===== src/rtl/ctrl_pkg.sv =====
// Shared opcode classes, function codes, FSM states and the control bundle
// for the pipelined decode controller.
package ctrl_pkg;

  localparam logic [1:0] REGISTER_TYPE  = 2'b00;
  localparam logic [1:0] IMMEDIATE_TYPE = 2'b01;
  localparam logic [2:0] MEMORY_TYPE    = 3'b100;
  localparam logic [2:0] SHIFT_TYPE     = 3'b110;

  localparam logic [1:0] STM_FN = 2'b00;
  localparam logic [1:0] LDM_FN = 2'b01;
  localparam logic [3:0] ADD_FN = 4'b0000;

  typedef enum logic [0:0] {
    RUN      = 1'b0,
    MEM_WAIT = 1'b1
  } state_t;

  typedef struct packed {
    logic [3:0] alu_op;
    logic       src_reg2;
    logic       src_const;
    logic       src_shift;
    logic       cin;
    logic       wr_src_alu;
    logic       wr_src_mem;
    logic       rd_reg2_src;
    logic       wen;
    logic       mem_read;
    logic       mem_write;
  } ctrl_bundle_t;

endpackage


===== src/rtl/ctrl_decode.sv =====
// Pure combinational opcode decoder: opcode -> control bundle plus illegal flag.
// Illegal opcodes yield an all-zero bundle.
module ctrl_decode
  import ctrl_pkg::*;
(
  input  logic [5:0]   opcode,
  output ctrl_bundle_t bundle,
  output logic         illegal
);

  // Opcode class and function decode.
  always_comb begin
    bundle  = '0;
    illegal = 1'b0;
    if (opcode[5:4] == REGISTER_TYPE) begin
      bundle.alu_op     = {1'b0, opcode[3:1]};
      bundle.src_reg2   = 1'b1;
      bundle.cin        = 1'b1;
      bundle.wr_src_alu = 1'b1;
      bundle.wen        = 1'b1;
    end else if (opcode[5:4] == IMMEDIATE_TYPE) begin
      bundle.alu_op     = {1'b0, opcode[3:1]};
      bundle.src_const  = 1'b1;
      bundle.cin        = 1'b1;
      bundle.wr_src_alu = 1'b1;
      bundle.wen        = 1'b1;
    end else if (opcode[5:3] == SHIFT_TYPE) begin
      bundle.alu_op     = {2'b11, opcode[2:1]};
      bundle.src_shift  = 1'b1;
      bundle.cin        = 1'b1;
      bundle.wr_src_alu = 1'b1;
      bundle.wen        = 1'b1;
    end else if (opcode[5:3] == MEMORY_TYPE) begin
      // Address always comes from reg1 + immediate; unknown memory fns stay all-zero.
      case (opcode[2:1])
        STM_FN: begin
          bundle.alu_op      = ADD_FN;
          bundle.src_const   = 1'b1;
          bundle.mem_write   = 1'b1;
          bundle.rd_reg2_src = 1'b1;
        end
        LDM_FN: begin
          bundle.alu_op     = ADD_FN;
          bundle.src_const  = 1'b1;
          bundle.mem_read   = 1'b1;
          bundle.wr_src_mem = 1'b1;
          bundle.wen        = 1'b1;
        end
        default: begin
          illegal = 1'b1;
        end
      endcase
    end else begin
      illegal = 1'b1;
    end
  end

endmodule


===== src/rtl/pipelined_controller.sv =====
// Decode->execute stage register with a handshaked front end and a small FSM
// that holds memory ops until mem_ready, with a sticky timeout indication.
module pipelined_controller
  import ctrl_pkg::*;
#(
  parameter int INSTR_W     = 19,
  parameter int MEM_TIMEOUT = 16
) (
  input  logic               clk,
  input  logic               rst,
  input  logic               instr_valid,
  output logic               instr_ready,
  input  logic [INSTR_W-1:0] instruction,
  input  logic               flush,
  input  logic               ex_stall,
  input  logic               mem_ready,
  output logic               ctrl_valid,
  output logic [3:0]         ALU_op,
  output logic               sel_ALU_src_reg2,
  output logic               sel_ALU_src_const,
  output logic               sel_ALU_src_shift_count,
  output logic               sel_Cin_alu,
  output logic               sel_RF_write_src_ALU,
  output logic               sel_RF_write_src_MEM,
  output logic               sel_RF_read_reg2_src,
  output logic               RF_write_en,
  output logic               MEM_read,
  output logic               MEM_write,
  output logic               illegal_op,
  output logic               mem_timeout
);

  localparam int CNT_W = $clog2(MEM_TIMEOUT + 1);
  localparam logic [CNT_W-1:0] CNT_MAX = CNT_W'(MEM_TIMEOUT);

  state_t       state, next_state;
  logic [CNT_W-1:0] cnt, next_cnt;
  ctrl_bundle_t stage, next_stage;
  ctrl_bundle_t dec_bundle;
  logic         dec_illegal;
  logic         next_valid, next_illegal, next_timeout;
  logic         accept;

  ctrl_decode u_decode (
    .opcode  (instruction[INSTR_W-1 -: 6]),
    .bundle  (dec_bundle),
    .illegal (dec_illegal)
  );

  generate
    if (INSTR_W > 6) begin : g_operand_bits
      logic unused_operand;
      assign unused_operand = ^instruction[INSTR_W-7:0];
    end
  endgenerate

  assign instr_ready = (state == RUN) & ~ex_stall & ~flush & ~rst;
  assign accept      = instr_valid & instr_ready;

  // Next-state, counter and stage-register update; earlier branches take priority.
  always_comb begin
    next_state   = RUN;
    next_cnt     = '0;
    next_stage   = '0;
    next_valid   = 1'b0;
    next_illegal = 1'b0;
    next_timeout = mem_timeout;
    if (flush) begin
      next_state = RUN;
    end else if (state == MEM_WAIT) begin
      if (mem_ready) begin
        next_state = RUN;
      end else if (cnt == CNT_MAX) begin
        next_timeout = 1'b1;
      end else begin
        next_state   = MEM_WAIT;
        next_cnt     = cnt + CNT_W'(1);
        next_stage   = stage;
        next_valid   = ctrl_valid;
        next_illegal = illegal_op;
      end
    end else if (ctrl_valid & ex_stall) begin
      next_stage   = stage;
      next_valid   = ctrl_valid;
      next_illegal = illegal_op;
    end else if (accept) begin
      next_stage   = dec_bundle;
      next_valid   = 1'b1;
      next_illegal = dec_illegal;
      if (dec_bundle.mem_read | dec_bundle.mem_write) begin
        next_state = MEM_WAIT;
      end else begin
        next_state = RUN;
      end
    end else begin
      next_state = RUN;
    end
  end

  // State, counter and stage registers.
  always_ff @(posedge clk) begin
    if (rst) begin
      state       <= RUN;
      cnt         <= '0;
      stage       <= '0;
      ctrl_valid  <= 1'b0;
      illegal_op  <= 1'b0;
      mem_timeout <= 1'b0;
    end else begin
      state       <= next_state;
      cnt         <= next_cnt;
      stage       <= next_stage;
      ctrl_valid  <= next_valid;
      illegal_op  <= next_illegal;
      mem_timeout <= next_timeout;
    end
  end

  assign ALU_op                  = stage.alu_op;
  assign sel_ALU_src_reg2        = stage.src_reg2;
  assign sel_ALU_src_const       = stage.src_const;
  assign sel_ALU_src_shift_count = stage.src_shift;
  assign sel_Cin_alu             = stage.cin;
  assign sel_RF_write_src_ALU    = stage.wr_src_alu;
  assign sel_RF_write_src_MEM    = stage.wr_src_mem;
  assign sel_RF_read_reg2_src    = stage.rd_reg2_src;
  assign MEM_read                = stage.mem_read;
  assign MEM_write               = stage.mem_write;
  // A load only writes the register file in the cycle memory delivers data.
  assign RF_write_en = stage.wen & (~stage.mem_read | ((state == MEM_WAIT) & mem_ready));

endmodule

===== config.mk =====
export PLATFORM = sky130hd
export DESIGN_NAME = pipelined_controller
export DESIGN_NICKNAME = d
export VERILOG_FILES = /design/src/rtl/ctrl_pkg.sv /design/src/rtl/ctrl_decode.sv /design/src/rtl/pipelined_controller.sv
export SDC_FILE = /design/constraint.sdc
export NUM_CORES = 1
export LEC_CHECK = 0
export BUFFER_PORTS_ARGS = -buffer_cell sky130_fd_sc_hd__buf_2
export CAP_MARGIN = 20
export CELL_PAD_IN_SITES_DETAIL_PLACEMENT = 0
export CELL_PAD_IN_SITES_GLOBAL_PLACEMENT = 1
export CORE_MARGIN = 1
export CORE_UTILIZATION = 30
export DETAILED_ROUTE_END_ITERATION = 10
export GPL_TIMING_DRIVEN = 0
export PLACE_DENSITY = 0.79
export REMOVE_ABC_BUFFERS = 1
export SETUP_SLACK_MARGIN = 0.1
export SLEW_MARGIN = 20
export SYNTH_ARGS = -nofsm -noshare
export SYNTH_HDL_FRONTEND = slang
export SYNTH_HIERARCHICAL = 1
export SYNTH_SLANG_ARGS = --single-unit

===== constraint.sdc =====
create_clock -name clk -period 1.5 [get_ports clk]
set_input_delay 0.075 -clock clk [delete_from_list [all_inputs] [get_ports clk]]
set_output_delay 0.075 -clock clk [all_outputs]
set_load 0.05 [all_outputs]

After elaboration in Yosys (flattened, before gate mapping). Index checks and enable logic that the tools add are counted.

Add/subtract/negate cells: 1. $mul: 0. Divide/modulo/power cells: 0. $lt $le $gt $ge: 0. Equality and inequality tests: 7. Shift-type cells: 0. Mux-type cells: 50. Bitwise operators: 15. Reductions and logical operators: 7.

Operators with widths (number): $mux W14 (5); $mux W1 (30); $mux W2 (10); $mux W4 (3); $and A1 B1 Y1 (7); $eq A3 B3 Y1 const B (2); $not A1 Y1 (6); $add A5 B1 Y5 const B (1); $eq A5 B5 Y1 const B (1); $mux W5 (1); $reduce_or A5 Y1 (1); $eq A2 B1 Y1 const B (2); $logic_not A2 Y1 (2); $reduce_and A4 Y1 (1); $reduce_or A2 Y1 (2); $mux W3 (1); $ne A3 B2 Y1 const B (1); $ne A2 B2 Y1 const B (1); $or A1 B1 Y1 (2); $reduce_and A2 Y1 (1).

Register bits: 23. Bits in latches: 0. Bits in writable memories: 0. Bits in read-only memories: 0. Input port bits: 25. Output and inout port bits: 18. Word-level logic and storage cells: 96. Memories kept: 0.

Logic depth before layout (Yosys ltp).
Depth after elaboration: 11. Depth in mapped cells: 6. Gate-level depth less buffers: 5.

Modules after synthesis. Netlist, hierarchy kept.

By module, submodules not included: pipelined_controller (times used 1, cells an instance 96, area each 965.9 um^2); ctrl_decode (times used 1, cells an instance 22, area each 145.1 um^2).

Least setup slack after synthesis. OpenSTA, ideal clock, no wires.

Path type: register to output. Start: register stage, in the netlist MEM_read. End: output port RF_write_en. Data arrival time: 1668 ps. Required time: 1425 ps. Slack: -243 ps. Stages on the path, launching flop included: 2. Buffers on the path: 0. Cells stage by stage: dfxtp_1 a21boi_0.

Cells in the longest elaborated chain, start to end: 3.

Ends and longest elaborated chain: start: declaration (line pipelined_controller.sv:38) `ctrl_bundle_t stage, next_stage;`; start signal: assignment (line pipelined_controller.sv:112) `stage <= next_stage;`; $not A1 Y1 (line pipelined_controller.sv:130) `assign RF_write_en = stage.wen & (~stage.mem_read | ((state == MEM_WAIT) & mem_ready));`; $or A1 B1 Y1 (line pipelined_controller.sv:130); $and A1 B1 Y1 (line pipelined_controller.sv:130); end: declaration (line pipelined_controller.sv:26) `output logic RF_write_en,`.

No other way between the ends.

Worst setup path in the final report.
Start: register cnt[0]. End: register mem_timeout.

Cells in the longest elaborated chain, start to end: 2.

Ends and longest elaborated chain: start: declaration (line pipelined_controller.sv:37) `logic [CNT_W-1:0] cnt, next_cnt;`; start signal: assignment (line pipelined_controller.sv:111) `cnt <= next_cnt;`; $eq A5 B5 Y1 (line pipelined_controller.sv:73) `end else if (cnt == CNT_MAX) begin`; $reduce_and A4 Y1 (no line); end signal: assignment (line pipelined_controller.sv:115) `mem_timeout <= next_timeout;`; end: declaration (line pipelined_controller.sv:30) `output logic mem_timeout`.

No other way between the ends. A chain may end at the register's enable or synchronous reset.

==> results.sh <==
export IMPL_status="completed"
export IMPL_post_drt_wl_per_cell_um=11.2
export IMPL_yosysWarnings=6
export IMPL_dpl_hpwl_um=1550
export IMPL_synth_top_area_frac=0.414
export IMPL_slowest_delay_ns=0.37
export IMPL_arrival_ns=1.50
export IMPL_ant_nets=0
export IMPL_synth_seq_cells=23
export IMPL_syn_inst=118
export IMPL_yosysMostFrequentCell="dfxtp_1"
export IMPL_dp_cells=178
export IMPL_crit_required_ns=1.69
export IMPL_antenna_found_initial=0
export IMPL_drive_gt1_frac=0.321
export IMPL_tightest_slew_ns=0.606
export IMPL_antenna_cells=0
export IMPL_min_period_over_period=0.870
export IMPL_crit_chain="inv_1, ha_2, nand4bb_4, or3b_1, a21oi_1"
export IMPL_synth_edff_count=0
export IMPL_seqCellArea_um2=462
export IMPL_slowest_stage="or3b_1"
export IMPL_grt_pass1_vias=785
export IMPL_p_per_area_nw_per_um2=852
export IMPL_hold_worst_slack_ns=0.00652
export IMPL_nets=165
export IMPL_syn_area_um2=1110
export IMPL_path_class="flip-flop to flip-flop"
export IMPL_wl_um=2050
export IMPL_gr_total_overflow=0
export IMPL_slew_headroom=0.595
export IMPL_cp_start_kind="flip-flop"
export IMPL_nFillCells=348
export IMPL_cp_end_kind="flip-flop"
export IMPL_clock_sinks=23
export IMPL_max_clock_freq_mhz=766
export IMPL_vias_per_cell=4.60
export IMPL_hold_buffers=0
export IMPL_syn_avg_cell_area_um2=9.42
export IMPL_drt_initial_drc_count=21
export IMPL_multi_input_area_um2=522
export IMPL_post_route_min_period_ns=1.31
export IMPL_grt_pass1_wl_um=3370
export IMPL_syn_to_final_growth_pct=14.5
export IMPL_io_pins=43
export IMPL_grt_setup_unrepaired="no"
export IMPL_setup_viol=0
export IMPL_core_region_area_um2=3440
export IMPL_synth_ff_type="dfxtp_1"
export IMPL_cts_tree="done"
export IMPL_grt_max_degree=17
export IMPL_ir_drop_v=0.000267
export IMPL_portBuffers=28
export IMPL_chipWidth_um=62.9
export IMPL_cts_made_buffers=3
export IMPL_yosys_cell_types_count=31
export IMPL_yosys_area_top_type="dfxtp_1"
export IMPL_dr_pass1_iters=4
export IMPL_maxSlewViolCount=0
export IMPL_cp_num_buf_inv=1
export IMPL_yosys_top_cells_area="dfxtp_1 41%, o2bb2ai_1 12%, buf_4 6.8%"
export IMPL_initial_core_util=0.323
export IMPL_drv_cap=0
export IMPL_yosysSeqAreaShare=0.414
export IMPL_die_y_um=62.9
export IMPL_min_path_type="primary input to flip-flop"
export IMPL_clk_pin_slew_ns=0.08
export IMPL_finalPower_mw=1.08
export IMPL_path_max_fanout=4
export IMPL_die_area_um2=3950
export IMPL_hold_viol=0
export IMPL_synth_async_reset_ratio=0
export IMPL_crit_family="simple AND/OR/NAND/NOR gates"
export IMPL_drc=0
export IMPL_synth_commonest_cells="23 x dfxtp_1, 18 x nand2_1, 15 x o2bb2ai_1"
export IMPL_skew_ns=0.00159
export IMPL_leakagePower_nw=0.492
export IMPL_htreeDepth=1
export IMPL_num_vias=841
export IMPL_grt_use_total=0.106
export IMPL_cts_path_max_buffers=2
export IMPL_place_gp_congestion=0.756
export IMPL_row_count=21
export IMPL_cts_root_buffer="clkbuf_8"
export IMPL_clk_latency_ns=0.25
export IMPL_fin_cells=183
export IMPL_setup_tns_ns=0
per-layer routing:
| metal | part of all wire | up-vias | routed length [µm] | GRT usage |
|---|---|---|---|---|
| li1 | - | 439 | - | - |
| met1 | 0.49 | 382 | 1010 | 0.136 |
| met2 | 0.46 | 20 | 934 | 0.178 |
| met3 | 0.049 | 0 | 101 | 0.0237 |
| met4 | 0 | 0 | 0 | 0.0262 |
| met5 | 0 | - | 0 | 0 |
cell type report:
type / count / share of cell area
Timing Repair Buffer: 29 / 0.126
Sequential cell: 23 / 0.363
Tap cell: 46 / 0.0452
Inverter: 7 / 0.0206
Clock buffer: 4 / 0.0354
Multi-Input combinational cell: 74 / 0.410
cell families after synthesis:
kind of cell,Yosys count,share of synthesized area
adders and majority gates,2,0.0225
DFF,23,0.414
xor gates and xnor gates,3,0.0237
buffers and inverters,21,0.119
and+or+nand+nor,42,0.222
AOI/OAI and AO/OA,27,0.198
through the flow:
step	area, µm²	setup slack [ns]	util
floorplan	1000	-0.243	-
global placement	1200	-0.157	0.349
detailed placement	1200	-0.171	0.349
CTS	1270	0.110	0.368
global route	1270	0.116	0.370
finish	1270	0.195	0.370
registers in the layout, indices dropped and copies added, names as in the netlist:
signal                   cells
sel_RF_write_src_MEM         1
sel_ALU_src_const            1
MEM_write                    1
cnt                          5
sel_RF_write_src_ALU         1
sel_Cin_alu                  1
MEM_read                     1
sel_ALU_src_shift_count      1
sel_RF_read_reg2_src         1
ALU_op                       4
mem_timeout                  1
ctrl_valid                   1
sel_ALU_src_reg2             1
stage                        1
illegal_op                   1
state                        1
worst paths after layout:
path	end	cells past startpoint	from	slack, ns
setup / recovery	mem_timeout	5	cnt[0]	0.19
hold reg to reg	cnt[0]	1	cnt[0]	0.45
setup reg to reg	mem_timeout	5	cnt[0]	0.19
hold / removal	mem_timeout	2	rst	0.007
power breakdown:
| group | switching (mW) | internal, mW |
|---|---|---|
| Combinational | 0.0658 | 0.0338 |
| Sequential | 0.00283 | 0.615 |
| Clock | 0.177 | 0.189 |
| Total | 0.246 | 0.838 |
what timing repair did:
action                                  4_1_cts  5_1_grt
endpoints found under the hold margin         0        0
endpoints found under the setup margin       15       16
cloned                                        0        0
gates resized for setup                       1        3
buffers inserted                              1        0
pin swaps                                     1        0
layout by cell type, fill, tap and decap left out, types with 2 or more instances in the layout:
cell type  netlist  layout
a21boi_0         3       3
a21oi_1          3       3
and3b_2          2       2
buf_2            1      28
clkbuf_8         0       3
dfxtp_1         23      22
inv_1            7       7
nand2_1         18      18
nand2b_1         2       2
nand3_1          2       2
nor2_1           4       4
nor3_1           6       6
o21ai_0          2       2
o2bb2ai_1       15      15
xor2_1           2       2
No activity file was read; power rests on OpenSTA's default activity.
